==> config.mk <==
export PLATFORM = sky130hd
export DESIGN_NAME = sort_sequencer_flat
export DESIGN_NICKNAME = d
export VERILOG_FILES = /design/src/rtl/sort_pkg.sv /design/src/rtl/sort_sequencer_if.sv /design/src/rtl/sort_cmp_swap.sv /design/src/rtl/sort_sequencer.sv /design/src/flat_wrapper.sv
export SDC_FILE = /design/constraint.sdc
export NUM_CORES = 1
export LEC_CHECK = 0
export CAP_MARGIN = 20
export CORE_UTILIZATION = 45
export DETAILED_ROUTE_END_ITERATION = 8
export PLACE_DENSITY = 0.74
export SYNTH_ARGS = -nofsm -noshare
export SYNTH_HDL_FRONTEND = slang
export SYNTH_SLANG_ARGS = --single-unit
==> constraint.sdc <==
create_clock -name clk_i -period 6.15 [get_ports clk_i]
set_input_delay 1.23 -clock clk_i [delete_from_list [all_inputs] [get_ports clk_i]]
set_output_delay 1.23 -clock clk_i [all_outputs]
set_load 0.02 [all_outputs]
==> src/rtl/sort_pkg.sv <==
// Shared types and constants for the sort sequencer and its compare-exchange unit.
package sort_pkg;

  typedef enum logic [1:0] {
    IDLE,
    RUN,
    DONE
  } sort_state_t;

  localparam int unsigned SORT_N = 8;
  localparam int unsigned SORT_W = 32;

  // Compare-exchange cycles for a full odd-even transposition sort of n elements.
  function automatic int unsigned total_cycles(input int unsigned n);
    return (n / 2) * (n / 2) + (n / 2) * (n / 2 - 1);
  endfunction

endpackage

==> src/rtl/sort_sequencer_if.sv <==
// CSR-facing bundle of the sort sequencer: start strobe, input array and result/status readback.
interface sort_sequencer_if
  import sort_pkg::*;
#(
  parameter int unsigned N = SORT_N,
  parameter int unsigned W = SORT_W
) ();

  logic           start_i;
  logic [N*W-1:0] data_i;
  logic [N*W-1:0] data_o;
  logic           busy_o;
  logic           result_valid_o;
  logic           start_err_o;
  logic [15:0]    swap_cnt_o;

  // CSR block side
  modport master (
    output start_i, data_i,
    input  data_o, busy_o, result_valid_o, start_err_o, swap_cnt_o
  );

  // Sequencer side
  modport slave (
    input  start_i, data_i,
    output data_o, busy_o, result_valid_o, start_err_o, swap_cnt_o
  );

endinterface

==> src/rtl/sort_cmp_swap.sv <==
// Combinational compare-exchange: orders one pair, flags whether it was out of order.
module sort_cmp_swap #(
  parameter int unsigned W      = 32,
  parameter bit          SIGNED = 1'b1
) (
  input  logic [W-1:0] a_i,
  input  logic [W-1:0] b_i,
  output logic [W-1:0] lo_o,
  output logic [W-1:0] hi_o,
  output logic         swapped_o
);

  logic w_gt;

  // Strict greater-than so equal elements stay in place.
  assign w_gt      = SIGNED ? ($signed(a_i) > $signed(b_i)) : (a_i > b_i);
  assign lo_o      = w_gt ? b_i : a_i;
  assign hi_o      = w_gt ? a_i : b_i;
  assign swapped_o = w_gt;

endmodule

==> src/rtl/sort_sequencer.sv <==
// Odd-even transposition sort sequencer: latches the array on start, runs one
// compare-exchange per cycle through N passes, then publishes the result.
module sort_sequencer
  import sort_pkg::*;
#(
  parameter int unsigned N      = SORT_N,
  parameter int unsigned W      = SORT_W,
  parameter bit          SIGNED = 1'b1
) (
  input logic             clk_i,
  input logic             rst_ni,
  sort_sequencer_if.slave bus
);

  localparam int unsigned PW = $clog2(N);
  localparam int unsigned IW = (N > 2) ? $clog2(N / 2) : 1;

  sort_state_t    r_state, w_state_next;
  logic [W-1:0]   r_work [N];
  logic [PW-1:0]  r_pass;
  logic [IW-1:0]  r_idx;
  logic [15:0]    r_swap_cnt;
  logic [N*W-1:0] r_data_o;
  logic [15:0]    r_swap_cnt_o;
  logic           r_valid;
  logic           r_start_err;

  logic           w_latch, w_step, w_publish, w_start_err, w_busy;
  logic           w_last_pair, w_last_pass, w_sort_end;
  logic [IW:0]    w_lo_idx, w_hi_idx;
  logic [W-1:0]   w_lo, w_hi;
  logic           w_swapped;

  // Even passes start at element 0, odd passes at element 1.
  assign w_lo_idx    = {r_idx, 1'b0} + {{IW{1'b0}}, r_pass[0]};
  assign w_hi_idx    = w_lo_idx + {{IW{1'b0}}, 1'b1};
  assign w_last_pair = r_pass[0] ? (r_idx == IW'(N / 2 - 2)) : (r_idx == IW'(N / 2 - 1));
  // With N=2 the odd pass is empty, so the single even pass finishes the sort.
  assign w_last_pass = (N == 2) || (r_pass == PW'(N - 1));
  assign w_sort_end  = w_last_pair && w_last_pass;

  sort_cmp_swap #(
    .W      (W),
    .SIGNED (SIGNED)
  ) u_cmp (
    .a_i       (r_work[w_lo_idx]),
    .b_i       (r_work[w_hi_idx]),
    .lo_o      (w_lo),
    .hi_o      (w_hi),
    .swapped_o (w_swapped)
  );

  // FSM state register
  always_ff @(posedge clk_i or negedge rst_ni) begin
    if (!rst_ni) begin
      r_state <= IDLE;
    end else begin
      r_state <= w_state_next;
    end
  end

  // FSM next-state logic
  always_comb begin
    w_state_next = r_state;
    unique case (r_state)
      IDLE:    if (bus.start_i) w_state_next = RUN;
      RUN:     if (w_sort_end) w_state_next = DONE;
      DONE:    w_state_next = IDLE;
      default: w_state_next = IDLE;
    endcase
  end

  // FSM output decode
  always_comb begin
    w_latch     = 1'b0;
    w_step      = 1'b0;
    w_publish   = 1'b0;
    w_busy      = 1'b1;
    w_start_err = bus.start_i;
    unique case (r_state)
      IDLE: begin
        w_latch     = bus.start_i;
        w_busy      = 1'b0;
        w_start_err = 1'b0;
      end
      RUN:     w_step    = 1'b1;
      DONE:    w_publish = 1'b1;
      default: ;
    endcase
  end

  // Work array, pass/pair counters and swap counter
  always_ff @(posedge clk_i or negedge rst_ni) begin
    if (!rst_ni) begin
      for (int unsigned k = 0; k < N; k++) r_work[k] <= '0;
      r_pass     <= '0;
      r_idx      <= '0;
      r_swap_cnt <= '0;
    end else if (w_latch) begin
      for (int unsigned k = 0; k < N; k++) r_work[k] <= bus.data_i[k*W +: W];
      r_pass     <= '0;
      r_idx      <= '0;
      r_swap_cnt <= '0;
    end else if (w_step) begin
      r_work[w_lo_idx] <= w_lo;
      r_work[w_hi_idx] <= w_hi;
      if (w_swapped && (r_swap_cnt != 16'hFFFF)) r_swap_cnt <= r_swap_cnt + 16'd1;
      if (w_last_pair) begin
        r_idx  <= '0;
        r_pass <= r_pass + PW'(1);
      end else begin
        r_idx  <= r_idx + IW'(1);
      end
    end
  end

  // Published result, valid flag and start-error pulse
  always_ff @(posedge clk_i or negedge rst_ni) begin
    if (!rst_ni) begin
      r_data_o     <= '0;
      r_swap_cnt_o <= '0;
      r_valid      <= 1'b0;
      r_start_err  <= 1'b0;
    end else begin
      r_start_err <= w_start_err;
      if (w_latch) r_valid <= 1'b0;
      if (w_publish) begin
        for (int unsigned k = 0; k < N; k++) r_data_o[k*W +: W] <= r_work[k];
        r_swap_cnt_o <= r_swap_cnt;
        r_valid      <= 1'b1;
      end
    end
  end

  assign bus.data_o         = r_data_o;
  assign bus.busy_o         = w_busy;
  assign bus.result_valid_o = r_valid;
  assign bus.start_err_o    = r_start_err;
  assign bus.swap_cnt_o     = r_swap_cnt_o;

endmodule

==> src/flat_wrapper.sv <==
// flat-port wrapper written by rule: the top's interface ports become plain ports
module sort_sequencer_flat import sort_pkg::*;
#(
  parameter int unsigned N      = SORT_N,
  parameter int unsigned W      = SORT_W,
  parameter bit          SIGNED = 1'b1
)
  (clk_i, rst_ni, bus_start_i, bus_data_i, bus_data_o, bus_busy_o, bus_result_valid_o, bus_start_err_o, bus_swap_cnt_o);
  sort_sequencer_if #(.N(N), .W(W)) bus_i ();
  input logic clk_i;
  input logic rst_ni;
  input wire logic [$bits(bus_i.start_i)-1:0] bus_start_i;
  input wire logic [$bits(bus_i.data_i)-1:0] bus_data_i;
  output wire logic [$bits(bus_i.data_o)-1:0] bus_data_o;
  output wire logic [$bits(bus_i.busy_o)-1:0] bus_busy_o;
  output wire logic [$bits(bus_i.result_valid_o)-1:0] bus_result_valid_o;
  output wire logic [$bits(bus_i.start_err_o)-1:0] bus_start_err_o;
  output wire logic [$bits(bus_i.swap_cnt_o)-1:0] bus_swap_cnt_o;
  assign bus_i.start_i = bus_start_i;
  assign bus_i.data_i = bus_data_i;
  assign bus_data_o = bus_i.data_o;
  assign bus_busy_o = bus_i.busy_o;
  assign bus_result_valid_o = bus_i.result_valid_o;
  assign bus_start_err_o = bus_i.start_err_o;
  assign bus_swap_cnt_o = bus_i.swap_cnt_o;
  sort_sequencer #(.N(N), .W(W), .SIGNED(SIGNED)) u_core (.clk_i(clk_i), .rst_ni(rst_ni), .bus(bus_i));
endmodule
* Word-level counts from Yosys, hierarchy flattened
Cells that the tools add are included.
** Operators by class
- $add $sub $neg :: 5
- $lt $le $gt $ge :: 5
- Equal/unequal tests :: 8
- Muxes and demuxes :: 36
- Bitwise gates (word level) :: 2
- Reductions and logical operators :: 12
** Operators with widths (number)
- 256-bit bitwise mux :: 2
- 256-bit two-way mux :: 2
- 32-bit two-way mux :: 8
- 32-bit binary-select mux with 3-bit select :: 2
- 32-bit demux with 3-bit select :: 2
- 16-bit two-way mux :: 3
- 32-bit greater-than comparator :: 1
- 16-bit by 1-bit adder with 16-bit output, second input constant :: 1
- 16-bit != test, second input constant :: 1
- 2-bit two-way mux :: 5
- 3-bit two-way mux :: 3
- 4-bit >= comparator, second input constant :: 2
- 4-bit by 1-bit < comparator with 1-bit output, second input constant :: 2
- 1-bit two-way mux :: 8
- 3-bit NOT with 4-bit output :: 2
- 2-bit nonzero test :: 4
- 3-bit by 1-bit adder with 3-bit output, second input constant :: 2
- 2-bit equality test, second input constant :: 3
- 2-bit AND reduction :: 3
- 1-bit logical AND :: 4
- 2-bit one-hot mux with 2 select lines :: 1
- 3-bit by 1-bit adder with 3-bit output :: 1
- 3-bit equality test, second input constant :: 1
- 2-bit by 1-bit adder with 2-bit output, second input constant :: 1
- 4 further kinds :: 4
** Storage, ports and cells
- Flip-flop bits (word level) :: 553
- Input bits :: 259
- Output and inout bits :: 275
- Word-level logic and storage cells :: 84

* Depth between registers and ports, before layout
- Word-level depth :: 12
- Mapped depth :: 22
- Gate-level depth less buffers :: 16

* Cells and area by module
From an unflattened synthesis, not the netlist that was laid out.
** Unflattened totals
- Cells, all modules :: 3380
- Area, all modules :: 34259.1 um^2
** Modules (own cells, without submodules)
- sort_sequencer :: instances 1, cells each 2657, area each 29726.0 um^2, seq. area each 13838.3 um^2
- sort_cmp_swap :: instances 1, cells each 723, area each 4533.1 um^2, seq. area each 0.0 um^2

* Least setup slack after synthesis
OpenSTA, ideal clock, no wires.
- Path kind :: register -> register
- Start :: register u_core.r_idx[0]
- End :: register u_core.r_work[22] in the netlist's numbering
- Library setup time :: 0.126 ns
- Arrival :: 4.749 ns
- Required time :: 6.024 ns
- Slack :: 1.275 ns
- Cell stages (with the launch flop) :: 23
- Path buffers :: 7
- Clock period less this slack :: 4.875 ns
- Cell sequence :: dfrtp_1 > ha_1 > clkbuf_1 > buf_2 > clkbuf_1 > clkbuf_1 > nand3_1 > o211ai_1 > o21ai_0 > nand3_1 > inv_1 > ha_1 > nand4_1 > nor2_1 > a221o_1 > o31a_1 > o211a_1 > buf_2 > or2_1 > buf_6 > buf_12 > mux2i_2 > a221o_1
** On the way
- Word-level cells in the longest chain between the ends :: 12
- Elaborated cells on any way between the ends :: 27
- Classes of those cells :: add/sub: 2; order compare: 5; mux: 16; bitwise: 2; reduce/logical: 2
** RTL lines
- start: declaration :: RTL line sort_sequencer.sv:21 : logic [IW-1:0] r_idx;
- start signal: assignment :: RTL line sort_sequencer.sv:112 : r_idx <= r_idx + IW'(1);
- 3-bit by 1-bit adder with 3-bit output (*) :: RTL line sort_sequencer.sv:35 : assign w_lo_idx = {r_idx, 1'b0} + {{IW{1'b0}}, r_pass[0]};
- 3-bit by 1-bit adder with 3-bit output :: RTL line sort_sequencer.sv:36 : assign w_hi_idx = w_lo_idx + {{IW{1'b0}}, 1'b1};
- 3-bit NOT with 4-bit output (not written as such) :: RTL line sort_sequencer.sv:47, sort_sequencer.sv:106
- 32-bit binary-select mux with 3-bit select :: RTL line sort_sequencer.sv:47 : .b_i (r_work[w_hi_idx]),
- 32-bit two-way mux (not written as such) (2 in series) :: RTL line sort_sequencer.sv:47
- 32-bit greater-than comparator :: RTL line sort_cmp_swap.sv:16 : assign w_gt = SIGNED ? ($signed(a_i) > $signed(b_i)) : (a_i > b_i);
- 32-bit two-way mux :: RTL line sort_cmp_swap.sv:17 : assign lo_o = w_gt ? b_i : a_i;
- 256-bit bitwise mux :: RTL line sort_sequencer.sv:105 : r_work[w_lo_idx] <= w_lo;
- 256-bit bitwise mux (*) :: RTL line sort_sequencer.sv:106 : r_work[w_hi_idx] <= w_hi;
- 256-bit two-way mux (*) :: RTL line sort_sequencer.sv:104 : end else if (w_step) begin
- 256-bit two-way mux (*) :: RTL line sort_sequencer.sv:99 : end else if (w_latch) begin
- end signal: indexed assignment :: RTL line sort_sequencer.sv:105
- end signal: indexed assignment :: RTL line sort_sequencer.sv:106
- end: declaration :: RTL line sort_sequencer.sv:19 : logic [W-1:0] r_work [N];
Mark *: on every way between the ends. The rest lies on a longest branch, timed or not. The select of a mux whose other input is x is not followed.
A chain may end at the register's enable or synchronous reset.

* Worst setup path after layout
- Start :: register u_core.r_pass[0]
- End :: register u_core.r_work[143] in the netlist's numbering
** On the way
- Word-level cells in the longest chain between the ends :: 12
- Elaborated cells on any way between the ends :: 27
- Classes of those cells :: add/sub: 2; order compare: 5; mux: 16; bitwise: 2; reduce/logical: 2
** RTL lines
- start: declaration :: RTL line sort_sequencer.sv:20 : logic [PW-1:0] r_pass;
- start signal: assignment :: RTL line sort_sequencer.sv:110 : r_pass <= r_pass + PW'(1);
- 3-bit by 1-bit adder with 3-bit output (*) :: RTL line sort_sequencer.sv:35
- 3-bit by 1-bit adder with 3-bit output :: RTL line sort_sequencer.sv:36
- 3-bit NOT with 4-bit output (not written as such) :: RTL line sort_sequencer.sv:47, sort_sequencer.sv:106
- 32-bit binary-select mux with 3-bit select :: RTL line sort_sequencer.sv:47
- 32-bit two-way mux (not written as such) (2 in series) :: RTL line sort_sequencer.sv:47
- 32-bit greater-than comparator :: RTL line sort_cmp_swap.sv:16
- 32-bit two-way mux :: RTL line sort_cmp_swap.sv:17
- 256-bit bitwise mux :: RTL line sort_sequencer.sv:105
- 256-bit bitwise mux (*) :: RTL line sort_sequencer.sv:106
- 256-bit two-way mux (*) :: RTL line sort_sequencer.sv:104
- 256-bit two-way mux (*) :: RTL line sort_sequencer.sv:99
Marks and branches as above.

==> reports/qor.yml <==
outcome: "finished, final reports clean"
nets: 3084
die-width_um: 254.0
hold_violations: 0
via_count: 25432
yosys_most_used_dff: "dfrtp_1"
synth_edf_count: 0
worstSetupPathType: "reg -> reg"
diodes: 0
worstPathRequired_ns: 6.70
grt_pass1_wl_mm: 173.9
die_h_um: 254.0
wire_per_inst_um: 32.75
place_area_mm2: 0.03496
yosysWarnings: 0
dp_hpwl_mm: 82.68
syn2layout_area_growth_pct: 29.41
grt_max_degree: 174
grt_pass1_vias: 25506
async_reset_ff_share_pct: 100.0
cts_hold_buf: 0
hp-class: "reg -> reg"
cts_resized: 0
syn-num-nets: 2626
drive_gt1_share_pct: 20.90
cts_tree: "built"
fmax_mhz: 177.4
core_area_mm2: 0.06297
grt-ovfl-total: 0
setup_ws_ns: 0.5130
ys_seq_elements: 553
synth_top_cell_area_share_pct: 48.42
multi_input_area_mm2: 0.01394
routed_wl_mm: 120.5
drc: 0
yosysTopAreaCell: "dfrtp_1"
cts.htree.levels: 2
firstDrtPassIters: 8
arrival_ns: 6.19
start_util_pct: 45.39
grt_usage_pct: 36.93
hold_slack_ns: 0.4912
end_kind: "flip-flop"
finalSetupViolCount: 0
place_congestion: 0.9239
worst_slew_pin_slew_ns: 1.338
cap_violations: 0
drtIter0Drc: 3456
clockBufferDepth: 3
vias_per_cell: 6.915
postLayoutCellArea_mm2: 0.03699
crit_fanout: 25
die_area_mm2: 0.06453
antenna_found_initial: 0
syn_area_per_cell_um2: 12.28
postSynthCellCount: 2327
clock_sinks: 553
synth.area.top_cells: "dfrtp_1 (48%), mux2_2 (11%), o221ai_1 (4.6%)"
postRouteAntennaNets: 0
io_buffers: 533
fill_cells: 5099
clock-root-buffer: "clkbuf_16"
pre_cts_ws_ns: 0.6224
io_pins: 534
cts_buffers: 57
tns_ns: 0
slew_violations: 0
syn_area_mm2: 0.02858
clk_pin_slew_worst_paths_ns: 0.07
cts_setup_buffers: 0
period_needed_ns: 5.637
synth_cell_types: 58
fin_worst_skew_ns: 0.02502
critPathLaunchType: "flip-flop"
regArea_mm2: 0.01385
rsz0062_at_grt: "false"
fin_crit_sh_pct: 91.66
seq_area_frac_synth_pct: 48.42
slew_headroom_pct: 10.80
std_cell_rows: 92
clock_latency_ns: 0.64
-- synthesized netlist by cell type, types with 9 or more instances --
master / count
a221oi_1: 19
mux2i_1: 85
a31oi_1: 16
o221ai_1: 150
nor2_1: 51
inv_1: 40
mux4_2: 54
nand4_1: 17
ha_1: 40
dfrtp_1: 553
nor3_1: 14
mux2i_2: 38
buf_2: 22
a22oi_1: 161
and3_1: 18
nand2_1: 126
mux2_2: 289
a221o_1: 114
nand3_1: 29
o21ai_0: 37
a22o_1: 115
mux2i_4: 9
clkbuf_1: 154
buf_1: 17
nor4_1: 9
a21oi_1: 60
-- critical path, cell delays in order, from the launching register on --
cell,delay [ns]
dfrtp_4,0.50
ha_4,0.57
or2_2,0.43
a21oi_1,0.07
nor4_1,0.84
ha_1,0.28
nor2b_1,0.13
o211ai_1,0.09
a2111oi_0,0.57
o31a_1,0.30
o211a_1,0.18
or2_4,0.29
buf_12,0.29
mux2i_1,0.70
a221o_1,0.27
-- sequential cells by signal (all words and copies together) (netlist names) --
| signal | count |
|---|---|
| u_core.bus.data_o | 256 |
| u_core.bus.result_valid_o | 1 |
| u_core.bus.start_err_o | 1 |
| u_core.bus.swap_cnt_o | 16 |
| u_core.r_idx | 2 |
| u_core.r_pass | 3 |
| u_core.r_state | 2 |
| u_core.r_swap_cnt | 16 |
| u_core.r_work | 256 |
-- layout by cell type (no fill, tap or decap), types with 10 or more instances in the layout --
cell and count:
mux4_2 54, clkinv_2 12, buf_4 55, o21ai_0 37
nor2_1 49, a31oi_1 16, nand4_1 17, dfrtp_1 551
clkbuf_16 59, mux2i_1 85, a22o_1 115, nor3_1 10
and3_1 18, ha_1 39, mux2_2 289, clkdlybuf4s50_1 532
a22oi_1 161, o221ai_1 150, a221o_1 114, a21oi_1 52
inv_1 40, a221oi_1 19, nand2_1 126, mux2i_2 38
nand3_1 29
-- logic make-up (layout without fill, tap and decap cells) --
| kind of cell | Yosys count | in the layout | share of synthesized area (%) |
|---|---|---|---|
| AO/OA/AOI/OAI | 715 | 715 | 20.11 |
| AND/OR/NAND/NOR | 295 | 295 | 4.771 |
| adder cells (fa/ha/maj) | 40 | 40 | 1.751 |
| XOR/XNOR | 6 | 6 | 0.1839 |
| multiplexers | 477 | 477 | 21.26 |
| flip-flops | 553 | 553 | 48.42 |
| buffers and inverters | 241 | 746 | 3.506 |
-- metal layers --
layer | up-vias | GRT usage [%] | routed length [um]
met5 | - | 0 | 0
met4 | 0 | 15.92 | 5747
met3 | 408 | 9.239 | 14430
met2 | 2063 | 57.39 | 55070
met1 | 12774 | 48.98 | 45210
li1 | 10187 | - | -
-- stage by stage --
| step | util [%] | instances |
|---|---|---|
| after floorplan | - | 2327 |
| after global placement | 55.48 | 3570 |
| after detailed placement | 55.52 | 3571 |
| after CTS | 58.70 | 3677 |
| after global routing | 58.75 | 3678 |
| final | 58.75 | 3678 |
-- final cells by class --
class	instances	share of cell area, %
multi-input combinational	1533	37.69
sequential	553	37.43
timing repair buffer	599	16.19
clock buffer	73	4.269
tap	846	2.862
clock inverter	33	1.147
inverter	41	0.4161
-- final timing paths --
check                      slack (ns)  depth (start not counted)                                   from                               endpoint
min in group asynchronous        0.64                          1                                 rst_ni           u_core.r_work[3]$_DFFE_PN0P_
max reg2reg                      0.51                         14           u_core.r_pass[0]$_DFFE_PN0P_         u_core.r_work[143]$_DFFE_PN0P_
max                              0.51                         14           u_core.r_pass[0]$_DFFE_PN0P_         u_core.r_work[143]$_DFFE_PN0P_
max in group asynchronous        4.02                          2                                 rst_ni     u_core.bus.data_o[237]$_DFFE_PN0P_
min                              0.49                          2  u_core.bus.result_valid_o$_DFFE_PN0P_  u_core.bus.result_valid_o$_DFFE_PN0P_
min reg2reg                      0.49                          2  u_core.bus.result_valid_o$_DFFE_PN0P_  u_core.bus.result_valid_o$_DFFE_PN0P_
Power is left out: the tool's default activity adds up to more than one toggle a clock period on the data nets, which glitch-free logic cannot reach.
